## config.mk

```make
export PLATFORM = sky130hd
export DESIGN_NAME = fetch_unit_flat
export DESIGN_NICKNAME = d
export VERILOG_FILES = /design/src/rtl/zedern_pkg.sv /design/src/rtl/fetch_unit_if.sv /design/src/rtl/fetch_fifo.sv /design/src/rtl/fetch_unit.sv /design/src/flat_wrapper.sv
export SDC_FILE = /design/constraint.sdc
export NUM_CORES = 1
export LEC_CHECK = 0
export BUFFER_PORTS_ARGS = -buffer_cell sky130_fd_sc_hd__buf_4
export CORE_MARGIN = 8
export CORE_UTILIZATION = 50
export CTS_BUF_LIST = sky130_fd_sc_hd__clkbuf_8
export DETAILED_ROUTE_END_ITERATION = 12
export HOLD_SLACK_MARGIN = 0.02
export PLACE_DENSITY = 0.87
export SLEW_MARGIN = 5
export SYNTH_ARGS = -nofsm -noshare
export SYNTH_HDL_FRONTEND = slang
export SYNTH_SLANG_ARGS = --single-unit
```

## constraint.sdc

```tcl
create_clock -name clk -period 15.6 [get_ports clk]
set_clock_uncertainty 0.05 [all_clocks]
set_input_delay 0.78 -clock clk [delete_from_list [all_inputs] [get_ports clk]]
set_output_delay 0.78 -clock clk [all_outputs]
set_load 0.01 [all_outputs]
```

## src/rtl/zedern_pkg.sv

```systemverilog
// Shared fetch-path definitions: datapath width, instruction size, NOP encoding
// and the fetch buffer entry layout.
package zedern_pkg;

   localparam int XLEN        = 32;
   localparam int INSTR_BYTES = 4;

   localparam logic [XLEN-1:0] NOP_INSTR     = 32'h0000_0013;
   localparam logic [XLEN-1:0] PC_ALIGN_MASK = 32'hFFFF_FFFC;

   typedef struct packed {
      logic [XLEN-1:0] pc;
      logic [XLEN-1:0] instr;
   } fetch_entry_t;

   // Redirect targets are forced onto an instruction boundary.
   function automatic logic [XLEN-1:0] align_pc(input logic [XLEN-1:0] addr);
      return addr & PC_ALIGN_MASK;
   endfunction

endpackage

```

## src/rtl/fetch_unit_if.sv

```systemverilog
// Fetch-to-decode instruction handshake. Handshake rule: a transfer happens on a
// rising clk edge where out_valid=1 and out_ready=1; while out_valid=1 and
// out_ready=0 the producer holds out_instr/out_pc stable.
interface fetch_out_if;
   import zedern_pkg::*;

   logic            out_valid;
   logic            out_ready;
   logic [XLEN-1:0] out_instr;
   logic [XLEN-1:0] out_pc;

   modport master (output out_valid, output out_instr, output out_pc, input out_ready);
   modport slave  (input out_valid, input out_instr, input out_pc, output out_ready);

endinterface

```

## src/rtl/fetch_fifo.sv

```systemverilog
// Fetch buffer: DEPTH-entry FIFO of {pc, instr} with synchronous push/pop and a
// flush that empties it in one cycle. Head entry is read combinationally.
module fetch_fifo
   import zedern_pkg::*;
#(
   parameter int DEPTH = 2
) (
   input  logic         clk,
   input  logic         rst_n,
   input  logic         flush,
   input  logic         push,
   input  fetch_entry_t push_data,
   input  logic         pop,
   output fetch_entry_t head_data,
   output logic         full,
   output logic         empty
);

   localparam int PTR_W = $clog2(DEPTH);
   localparam logic [PTR_W:0] PTR_ONE = {{PTR_W{1'b0}}, 1'b1};

   // Pointers carry one extra wrap bit so full and empty are distinguishable.
   logic [PTR_W:0] wr_ptr;
   logic [PTR_W:0] rd_ptr;
   fetch_entry_t   mem [DEPTH];

   always_ff @(posedge clk or negedge rst_n) begin
      if (!rst_n) begin
         wr_ptr <= '0;
         rd_ptr <= '0;
      end else if (flush) begin
         wr_ptr <= '0;
         rd_ptr <= '0;
      end else begin
         if (push) wr_ptr <= wr_ptr + PTR_ONE;
         if (pop)  rd_ptr <= rd_ptr + PTR_ONE;
      end
   end

   always_ff @(posedge clk) begin
      if (push && !flush) mem[wr_ptr[PTR_W-1:0]] <= push_data;
   end

   assign empty     = (wr_ptr == rd_ptr);
   assign full      = (wr_ptr[PTR_W] != rd_ptr[PTR_W]) &&
                      (wr_ptr[PTR_W-1:0] == rd_ptr[PTR_W-1:0]);
   assign head_data = mem[rd_ptr[PTR_W-1:0]];

endmodule

```

## src/rtl/fetch_unit.sv

```systemverilog
// Sequential instruction fetch with a small decoupling buffer and redirect flush.
// Optional accepted-instruction counter enabled by defining ZEDERN_FETCH_CNT_EN.
module fetch_unit
   import zedern_pkg::*;
#(
   parameter logic [XLEN-1:0] RESET_PC  = 32'h0000_0000,
   parameter int              BUF_DEPTH = 2
) (
   input  logic            clk,
   input  logic            rst_n,
   output logic [XLEN-1:0] imem_addr,
   input  logic [XLEN-1:0] imem_data,
   input  logic            redirect_valid,
   input  logic [XLEN-1:0] redirect_pc,
   fetch_out_if.master     out_if
`ifdef ZEDERN_FETCH_CNT_EN
   ,
   output logic [XLEN-1:0] fetch_cnt
`endif
);

   localparam logic [XLEN-1:0] PC_STEP = XLEN'(INSTR_BYTES);

   logic [XLEN-1:0] pc_q;
   logic            push;
   logic            pop;
   logic            full;
   logic            empty;
   fetch_entry_t    push_entry;
   fetch_entry_t    head;

   // Redirect wins over everything: no pop and no push in a redirect cycle.
   assign pop  = out_if.out_valid & out_if.out_ready & ~redirect_valid;
   assign push = ~redirect_valid & (~full | pop);

   assign imem_addr        = pc_q;
   assign push_entry.pc    = pc_q;
   assign push_entry.instr = imem_data;

   always_ff @(posedge clk or negedge rst_n) begin
      if (!rst_n) begin
         pc_q <= RESET_PC;
      end else if (redirect_valid) begin
         pc_q <= align_pc(redirect_pc);
      end else if (push) begin
         pc_q <= pc_q + PC_STEP;
      end
   end

   fetch_fifo #(
      .DEPTH (BUF_DEPTH)
   ) u_fetch_fifo (
      .clk       (clk),
      .rst_n     (rst_n),
      .flush     (redirect_valid),
      .push      (push),
      .push_data (push_entry),
      .pop       (pop),
      .head_data (head),
      .full      (full),
      .empty     (empty)
   );

   assign out_if.out_valid = ~empty;
   assign out_if.out_instr = empty ? NOP_INSTR : head.instr;
   assign out_if.out_pc    = empty ? '0 : head.pc;

`ifdef ZEDERN_FETCH_CNT_EN
   localparam logic [XLEN-1:0] CNT_ONE = {{(XLEN-1){1'b0}}, 1'b1};

   always_ff @(posedge clk or negedge rst_n) begin
      if (!rst_n) begin
         fetch_cnt <= '0;
      end else if (pop) begin
         fetch_cnt <= fetch_cnt + CNT_ONE;
      end
   end
`endif

endmodule

```

## src/flat_wrapper.sv

```systemverilog
// flat-port wrapper written by rule: the top's interface ports become plain ports
module fetch_unit_flat import zedern_pkg::*;
#(
   parameter logic [XLEN-1:0] RESET_PC  = 32'h0000_0000,
   parameter int              BUF_DEPTH = 2
)
  (clk, rst_n, imem_addr, imem_data, redirect_valid, redirect_pc, out_if_out_valid, out_if_out_instr, out_if_out_pc, out_if_out_ready);
  fetch_out_if out_if_i ();
  input  logic clk;
  input  logic rst_n;
  output logic [XLEN-1:0] imem_addr;
  input  logic [XLEN-1:0] imem_data;
  input  logic redirect_valid;
  input  logic [XLEN-1:0] redirect_pc;
  output wire logic [$bits(out_if_i.out_valid)-1:0] out_if_out_valid;
  output wire logic [$bits(out_if_i.out_instr)-1:0] out_if_out_instr;
  output wire logic [$bits(out_if_i.out_pc)-1:0] out_if_out_pc;
  input wire logic [$bits(out_if_i.out_ready)-1:0] out_if_out_ready;
  assign out_if_out_valid = out_if_i.out_valid;
  assign out_if_out_instr = out_if_i.out_instr;
  assign out_if_out_pc = out_if_i.out_pc;
  assign out_if_i.out_ready = out_if_out_ready;
  fetch_unit #(.RESET_PC(RESET_PC), .BUF_DEPTH(BUF_DEPTH)) u_core (.clk(clk), .rst_n(rst_n), .imem_addr(imem_addr), .imem_data(imem_data), .redirect_valid(redirect_valid), .redirect_pc(redirect_pc), .out_if(out_if_i));
endmodule
```

# Yosys cells after proc, flatten, opt, wreduce, memory -nomap -nowiden
# Memory sizes are Yosys's and may differ from the RTL's.
# Cells that the tools add are included.
# Widths: inputs -> output; s select.
# word_totals
regBits	36
ramBits	128
in_bits	68
out_inout_bits	97
wordCells	32
memories	1
# mem_list
memory	words	word_bits	rd	rd_clocked_by_memory_dff	wr	line	source
u_core.u_fetch_fifo.mem	2	64	1	0	1	fetch_fifo.sv:25	fetch_entry_t mem [DEPTH];
# op_classes
add_sub_neg	3
eq_ne	3
n_mux	10
bitwise	7
reduce_logical	5
# op_table
cell	n
$mux 32	4
$add 32x3->32 const B	1
$mux 2	4
$add 2x1->2 const B	2
$reduce_bool 2->1	2
$and 1x1->1	3
$not 1->1	3
$eq 2x2->1	1
$logic_and 1x1->1	2
$mux 1	2
$eq 1x1->1	1
$logic_not 1->1	1
$ne 1x1->1	1
$or 1x1->1	1

# Depth between registers and ports, before layout
# Gate-level depths: netlist (run 1).
# logic_depth
word_depth	9
mapped_depth	7
ltp_nobuf	6

# Modules after synthesis
# From an unflattened synthesis (run 1), not the netlist that was laid out.
# unflattened
cells_unflattened	497
hier_area_um2	7123.1
# by_module_without_submodules
module	instances	cells_each	area_each_um2	seq_area_each_um2
fetch_fifo	1	220	4911.0	3943.8
fetch_unit	1	277	2212.1	750.7

# Worst setup path after synthesis (run 1)
# OpenSTA, ideal clock, no wires.
# synth_timing
kind	in2reg
start	in out_if_out_ready
end	mem u_core.u_fetch_fifo.mem[1][0] (netlist bit), enable pin
setup_time_ps	571
t_arrival_ps	5779
required_time_ps	14979
setup_slack_ps	9200
stages	4
n_path_buf	1
path_cell_list	nor2b_1 -> nor3_1 -> buf_6 -> nor3b_1
# synth_between
elab_chain_len	7
# synth_rtl
element	line	source
start, declared	flat_wrapper.sv:18	input wire logic [$bits(out_if_i.out_ready)-1:0] out_if_out_ready;
$and 1x1->1 (2 in a row)	fetch_unit.sv:33	assign pop = out_if.out_valid & out_if.out_ready & ~redirect_valid;
$or 1x1->1	fetch_unit.sv:34	assign push = ~redirect_valid & (~full | pop);
$and 1x1->1	fetch_unit.sv:34	
$logic_and 1x1->1	fetch_fifo.sv:41	if (push && !flush) mem[wr_ptr[PTR_W-1:0]] <= push_data;
$mux 1	fetch_fifo.sv:41	
$mux 1 (not written as such)	fetch_fifo.sv:41	
end, declared	fetch_fifo.sv:25	
# No other way between the ends.

# Worst setup path after layout (run 1)
# layout_timing
start	reg u_core.u_fetch_fifo.rd_ptr[0]
end	out out_if_out_instr[4]
# layout_between
elab_chain_len	2
elab_cells_between_ends	3
classes_between	1 x eq/ne; 1 x mux; 1 x memory
# layout_rtl
element	line	source
start, declared	fetch_fifo.sv:24	logic [PTR_W:0] rd_ptr;
start signal, assigned	fetch_fifo.sv:36	if (pop) rd_ptr <= rd_ptr + PTR_ONE;
$mem_v2 2x64 / $eq 2x2->1 (equally long branches)	--	
$mux 32 *	fetch_unit.sv:65	assign out_if.out_instr = empty ? NOP_INSTR : head.instr;
end, declared	flat_wrapper.sv:16	output wire logic [$bits(out_if_i.out_instr)-1:0] out_if_out_instr;
# Mark *: on every way between the ends. The rest lies on a longest branch, timed or not.

==> flow_summary_export.csv, run 1 <==
group,metric,value,unit
status,run_status,"complete, no violations",
global_route,grt_use_total,17.7,%
clock_network,htree_num_levels,4,
clock_network,clock_latency,440,ps
detailed_routing,via_per_inst,5.31,
synth,synth.avg_cell_area,13.9,um^2
critical_path,slowest_stage,"dfrtp_4",
sta,rsz0062_at_grt,"no",
synth,syn_area,0.00673,mm^2
clock_network,numCtsBuffers,17,
power,p_leak,3.29,nW
sta,relSlewSlack,20.8,%
detailed_routing,wirelength,15400,um
synth,ys_seq_elements,158,
critical_path,required,14770,ps
floorplanning,die_y,132,um
global_route,first_global_vias,4635,
worst_hold_path,hold_class,"input port to async pin",
critical_path,slowest_delay,1170,ps
floorplanning,pin_count,165,
cells_and_area,design_area,0.00844,mm^2
placement,dp_hpwl,10400,um
critical_path,end_kind,"output port",
critical_path,cp_num_buf_inv,2,
sta,drv_slew,0,
synth,synth_top_family_by_area,"simple AND/OR/NAND/NOR gates",
clock_network,clkSlewWorstSetupHoldPaths,90,ps
placement,routabilityCongestion,0.786,
clock_network,clock_sinks,158,
job,cap_violations,0,
synth,syn_inst,484,
clock_network,clockBufferDepth,2,
floorplanning,core_area,0.0132,mm^2
clock_network,cts_setup_buffers,0,
critical_path,crit_arrival,3460,ps
global_route,grt_overflow_total,0,
critical_path,critPathKind,"flop to output port",
detailed_routing,drt_pass1_iterations,5,
critical_path,critical_path.top_delay_family,"flip-flops",
critical_path,r2r-start,"u_core.u_fetch_fifo.rd_ptr[0]",
critical_path,startpoint,"u_core.u_fetch_fifo.rd_ptr[0]",
sta,worst_pin_slew,1180,ps
floorplanning,die_x,132,um
floorplanning,rows,42,
synth,yosysSeqAreaShare,67.9,%
floorplanning,die_area,0.0174,mm^2
detailed_routing,ant_nets,0,
detailed_routing,routedWlPerCell,18.6,um
global_route,grt_max_degree,67,
clock_network,tritoncts,"done",
sta,layout_min_cycle_time,4290,ps
cells_and_area,n_antenna_cell,0,
global_route,grt_pass1_wl,24300,um
detailed_routing,drtIter0Drc,267,
power,ir_drop,0.0000725,V
synth,synth_compound_area_share,1.99,%
sta,setup_viol,0,
critical_path,cp-start-kind,"flop",
cells_and_area,drive_above_1_share,32.4,%
synth,synth_simple_gate_area_share,12.1,%
sta,setup_tns,0,ps
sta,finalCritPeriodShare,27.5,%
sta,hold_violations,0,
synth,synthXorXnorAreaFrac,4.66,%
critical_path,path_max_fanout,66,
floorplanning,initial_core_util,51.1,%
synth,synth_fa_ha_area_share,0.186,%
clock_network,cts_resized,0,
placement,port_buffers,158,
placement,dpl-instance-area,0.00805,mm^2
global_route,antenna_found_initial,0,
cells_and_area,area_growth,25.3,%
clock_network,cts_root_buffer,"clkbuf_8",
power,power.density,177,mW/mm^2
cells_and_area,fin_nets,707,
detailed_routing,vias,4391,
clock_network,holdBufCountCts,0,
synth,synthMuxAreaShare,10.7,%
sta,fmax,0.233,GHz
detailed_routing,drc,0,
critical_path,crit_chain,"xnor2_1, and2_2, inv_1, nand2_1, buf_4",
synth,synth_warnings,0,
synth,ys_types,39,
## cells in the mapped netlist
cell type / number / area (um^2)
o31ai_2: 1 / 12.5
clkbuf_1: 12 / 45.0
nor2b_1: 1 / 6.26
o31a_1: 1 / 8.76
conb_1: 1 / 3.75
xnor2_1: 23 / 201
xor2_1: 11 / 96.3
nor3_1: 9 / 45.0
nor4b_1: 1 / 8.76
mux2i_1: 63 / 631
edfxtp_1: 124 / 3720
inv_1: 2 / 7.51
nand4b_1: 1 / 8.76
buf_4: 4 / 30.0
nor4_4: 3 / 63.8
and2_1: 2 / 12.5
xor2_2: 1 / 16.3
nand3_1: 10 / 50.1
dfrtp_1: 34 / 851
o21ai_1: 3 / 15.0
buf_1: 1 / 3.75
buf_2: 11 / 55.1
nand4_4: 1 / 21.3
nand4_1: 8 / 50.1
ha_1: 1 / 12.5
nor4_1: 1 / 6.26
and3_1: 9 / 56.3
clkbuf_4: 1 / 7.51
nor3b_1: 2 / 15.0
nor3_2: 1 / 10.0
mux2_2: 8 / 90.1
o31ai_1: 1 / 7.51
o21ai_0: 18 / 90.1
nor4b_2: 1 / 15.0
or3_1: 2 / 12.5
nor2_1: 69 / 259
buf_6: 1 / 11.3
and4_1: 4 / 35.0
nand2_1: 37 / 139
## sequential cells by signal (all words and copies together) (netlist names)
signal                      flops
u_core.imem_addr               30
u_core.u_fetch_fifo.rd_ptr      2
u_core.u_fetch_fifo.wr_ptr      2
u_core.u_fetch_fifo.mem       124
## placed cells by master (no fill, tap or decap), drive strengths merged, types with 3 or more instances in the layout
master / Yosys / final
buf: 17 / 162
edfxtp: 124 / 124
nor4: 4 / 4
bufinv: 0 / 3
clkbuf: 13 / 17
clkinv: 0 / 6
o21ai: 21 / 21
inv: 2 / 6
nand3: 10 / 10
nor2: 69 / 69
nand4: 9 / 9
mux2i: 63 / 63
nand2: 37 / 37
mux2: 8 / 8
conb: 1 / 4
nor3: 10 / 10
xnor2: 23 / 23
xor2: 12 / 12
and3: 9 / 9
and4: 4 / 4
dfrtp: 34 / 34
## routing by layer
layer / vias up / track usage [%] / wire (um)
met5: - / 0 / 0
met4: 0 / 6.83 / 288
met3: 23 / 6.33 / 1120
met2: 168 / 29.8 / 7750
met1: 2153 / 20.4 / 6210
li1: 2047 / - / -
## per-stage QoR
stage | setup WS, ps | total power [W] | util (%) | hold slack [ps] | std cells
3_3_place_gp | 11700 | 0.00120 | 61.0 | 464 | 795
5_1_grt | 10970 | 0.00157 | 64.0 | 238 | 827
2_1_floorplan | 9200 | 0.000931 | - | 434 | 487
4_1_cts | 11140 | 0.00151 | 64.0 | 228 | 827
6_report | 11310 | 0.00149 | 64.0 | 238 | 827
3_5_place_dp | 11640 | 0.00121 | 61.0 | 470 | 795
## cells by family (layout without fill, tap and decap cells)
| group | Yosys count | count (layout) |
|---|---|---|
| AND/OR/NAND/NOR | 162 | 162 |
| flip-flops | 158 | 158 |
| multiplexers | 71 | 71 |
| XOR/XNOR | 35 | 35 |
| buffers and inverters | 32 | 196 |
| AO/OA/AOI/OAI | 24 | 24 |
| adder cells (fa/ha/maj) | 1 | 1 |
| other | 1 | 4 |
## where the power goes
group	internal, W	leakage, nW	switching (W)
Combinational	0.000261	1.51	0.000302
Sequential	0.000555	1.58	0.0000739
Clock	0.000155	0.210	0.000146
Total	0.000970	3.29	0.000522
## cell type report
cell class	instances	area [um^2]
fill	1000	4750
sequential	158	4580
multi-input combinational	297	2030
timing repair buffer	162	1220
clock buffer	17	234
tap	176	220
clock inverter	15	158
inverter	2	7.51
## final timing paths
check	end	slack, ps	cells past startpoint
max in group asynchronous	u_core.u_fetch_fifo.rd_ptr[0]	14890	1
hold / removal	u_core.imem_addr[18]	240	1
hold reg to reg	u_core.u_fetch_fifo.mem[0][63]	490	0
min in group clk	u_core.u_fetch_fifo.mem[0][2]	470	1
setup / recovery	out_if_out_instr[4]	11310	5
setup reg to reg	u_core.u_fetch_fifo.mem[1][42]	11940	4
No activity file was read; power rests on OpenSTA's default activity.
==> run 2, diff against run 1 <==
--- a/config.mk
+++ b/config.mk
@@ -5,6 +5,7 @@
 export SDC_FILE = /design/constraint.sdc
 export NUM_CORES = 1
 export LEC_CHECK = 0
+export ABC_AREA = 1
 export BUFFER_PORTS_ARGS = -buffer_cell sky130_fd_sc_hd__buf_4
 export CORE_MARGIN = 8
 export CORE_UTILIZATION = 50
==> constraint.sdc (replaced) <==
create_clock -name clk -period 4.06 [get_ports clk]
set_clock_uncertainty 0.05 [all_clocks]
set_input_delay 0.203 -clock clk [delete_from_list [all_inputs] [get_ports clk]]
set_output_delay 0.203 -clock clk [all_outputs]
set_load 0.01 [all_outputs]
==> flow_summary_export.csv, run 2 <==
group,metric,value,unit
status,run_status,"complete, no violations",
critical_path,path_max_fanout,66,
critical_path,slowest_delay,930,ps
clock_network,cts_root_buffer,"clkbuf_8",
floorplanning,pin_count,165,
detailed_routing,wirelength,18500,um
clock_network,clock_sinks,158,
critical_path,crit_path_frequent_cell,"buf_4",
sta,worst_slack,1070,ps
clock_network,tritoncts,"done",
sta,drv_slew,0,
placement,routabilityCongestion,0.891,
power,p_leak,4.12,nW
worst_hold_path,hold_class,"input port to flop",
power,p_sw_share,38.6,%
detailed_routing,ant_nets,0,
floorplanning,die_y,136,um
clock_network,clock_latency,450,ps
cells_and_area,n_antenna_cell,0,
synth,yosys.area.top_type,"edfxtp_1",
synth,synth_enable_flop_cells,124,
detailed_routing,drt_pass1_iterations,5,
synth,ys.flop_type,"edfxtp_1",
sta,fmax,0.334,GHz
synth,ys_seq_elements,158,
sta,finalCritPeriodShare,73.7,%
global_route,grt_overflow_total,0,
synth,synth_top_area_share,51.5,%
power,seq_power_share,39.9,%
synth,synth_warnings,0,
critical_path,cp_num_buf_inv,3,
synth,yosysMostFrequentCell,"nand2_1",
global_route,grt_use_total,20.1,%
floorplanning,die_x,136,um
cells_and_area,final_cell_mix,"nand2_1 (287), buf_4 (162), edfxtp_1 (124)",
clock_network,clockBufferDepth,2,
cells_and_area,n_fill_cell,1070,
cells_and_area,drive_above_1_share,22.1,%
power,p_clk_share,17.8,%
global_route,first_global_vias,5736,
power,p_int,0.00392,W
critical_path,slowest_stage,"inv_2",
sta,setup_viol,0,
critical_path,critPathKind,"flop to output port",
detailed_routing,vias,5930,
clock_network,numCtsBuffers,17,
power,power.density,675,mW/mm^2
power,power_frac_comb,42.3,%
sta,layout_min_cycle_time,2990,ps
critical_path,end_kind,"output port",
critical_path,required,3810,ps
placement,dp_hpwl,12000,um
detailed_routing,drc,0,
power,power_switching,0.00247,W
floorplanning,core_area,0.0143,mm^2
synth,ys_types,33,
placement,port_buffers,158,
synth,synth.avg_cell_area,9.64,um^2
critical_path,cp-start-kind,"flop",
cells_and_area,largest_reg_flops,124,
clock_network,htree_num_levels,4,
clock_network,clkSlewWorstSetupHoldPaths,70,ps
global_route,antenna_found_initial,0,
power,ir_drop,0.000304,V
floorplanning,rows,44,
detailed_routing,drtIter0Drc,396,
floorplanning,initial_core_util,50.5,%
sta,relSlewSlack,22.6,%
global_route,grt_max_degree,67,
critical_path,critical_path.top_delay_family,"buffers and inverters",
synth,synth_area_leaders,"edfxtp_1 (52%), nand2_1 (15%), dfrtp_1 (12%)",
critical_path,crit_chain,"buf_4, inv_2, nand2_1, a21oi_1, buf_4",
job,cap_violations,0,
placement,dp_slack,1230,ps
cells_and_area,fin_nets,1028,
detailed_routing,via_per_inst,5.13,
cells_and_area,area_growth,31.1,%
detailed_routing,routedWlPerCell,16.0,um
synth,syn_area,0.00723,mm^2
synth,synth_commonest_cells,"nand2_1 (287), edfxtp_1 (124), a21oi_1 (60), nand3_1 (53), nor2_1 (52)",
cells_and_area,final_common_cell,"nand2_1",
synth,syn_inst,750,
sta,worst_pin_slew,1160,ps
synth,yosysSeqAreaShare,63.3,%
synth,async_flop_share,21.5,%
sta,setup_tns,0,ps
sta,hold_violations,0,
floorplanning,die_area,0.0186,mm^2
sta,rsz0062_at_grt,"no",
critical_path,crit_arrival,2740,ps
global_route,grt_pass1_wl,29000,um
==> run 2: power groups by stage <==
stage	clock network, W	logic, W	registers, W
5_1_grt	0.00122	0.00297	0.00260
3_3_place_gp	0	0.00263	0.00256
3_5_place_dp	0	0.00268	0.00258
2_1_floorplan	0	0.00145	0.00253
6_report	0.00114	0.00270	0.00255
4_1_cts	0.00116	0.00274	0.00255
==> run 2: per-layer routing <==
metal  track usage, %  part of all wire (%)  vias to the layer above  routed length, um
li1                 -                     -                     2883                  -
met1             24.6                    40                     2756               7480
met2             33.4                    49                      258               9140
met3             4.77                   7.7                       33               1420
met4             8.97                   2.7                        0                495
met5                0                     0                        -                  0
==> run 2: worst paths after layout <==
kind                                          startpoint                              to  slack, ps  cells past startpoint
setup / recovery           u_core.u_fetch_fifo.rd_ptr[0]               out_if_out_pc[17]       1070                      5
hold / removal                          out_if_out_ready   u_core.u_fetch_fifo.rd_ptr[0]         60                      3
setup reg to reg           u_core.u_fetch_fifo.wr_ptr[1]  u_core.u_fetch_fifo.mem[0][43]       1410                      7
hold reg to reg            u_core.u_fetch_fifo.wr_ptr[1]   u_core.u_fetch_fifo.wr_ptr[1]        550                      2
max in group asynchronous                          rst_n   u_core.u_fetch_fifo.rd_ptr[0]       3410                      2
min in group asynchronous                          rst_n            u_core.imem_addr[30]        190                      2
==> run 2: per-stage QoR <==
step	hold slack [ps]	area (um^2)	cells	total power (W)	util (%)
floorplan	-143	7240	753	0.00398	-
global placement	136	8500	1066	0.00519	59.4
detailed placement	134	8500	1066	0.00526	59.4
CTS	31.6	9470	1156	0.00645	66.2
global route	52.3	9470	1156	0.00679	66.2
finish	58.4	9470	1156	0.00639	66.2
==> run 2: final cells by class <==
cell class                      count  area (um^2)  share of cell area, %
Clock buffer                       20          275                   2.91
Clock inverter                     12          119                   1.25
Inverter                           51          191                   2.02
Multi-Input combinational cell    511         2280                   24.1
Sequential cell                   158         4580                   48.3
Tap cell                          184          230                   2.43
Timing Repair Buffer              220         1800                   19.0
==> run 2: tightest hold or removal path: stages <==
cell and delay [ps]:
buf_4 120, nand2_1 110, a21oi_1 80
==> run 2: kinds of logic after synthesis <==
group                      count (synthesis)  synth area share (%)
adders and majority gates                  1                 0.173
xor gates and xnor gates                  12                  1.71
buffers and inverters                     84                  5.35
and+or+nand+nor                          418                  23.9
AOI/OAI and AO/OA                         76                  5.54
other                                      1                0.0519
DFF                                      158                  63.3
==> run 2: repair_timing <==
item / CTS / global route
resized for setup: 0 / 0
setup buffers: 0 / 0
hold buffers: 58 / 0
endpoints found under the hold margin: 123 / 0
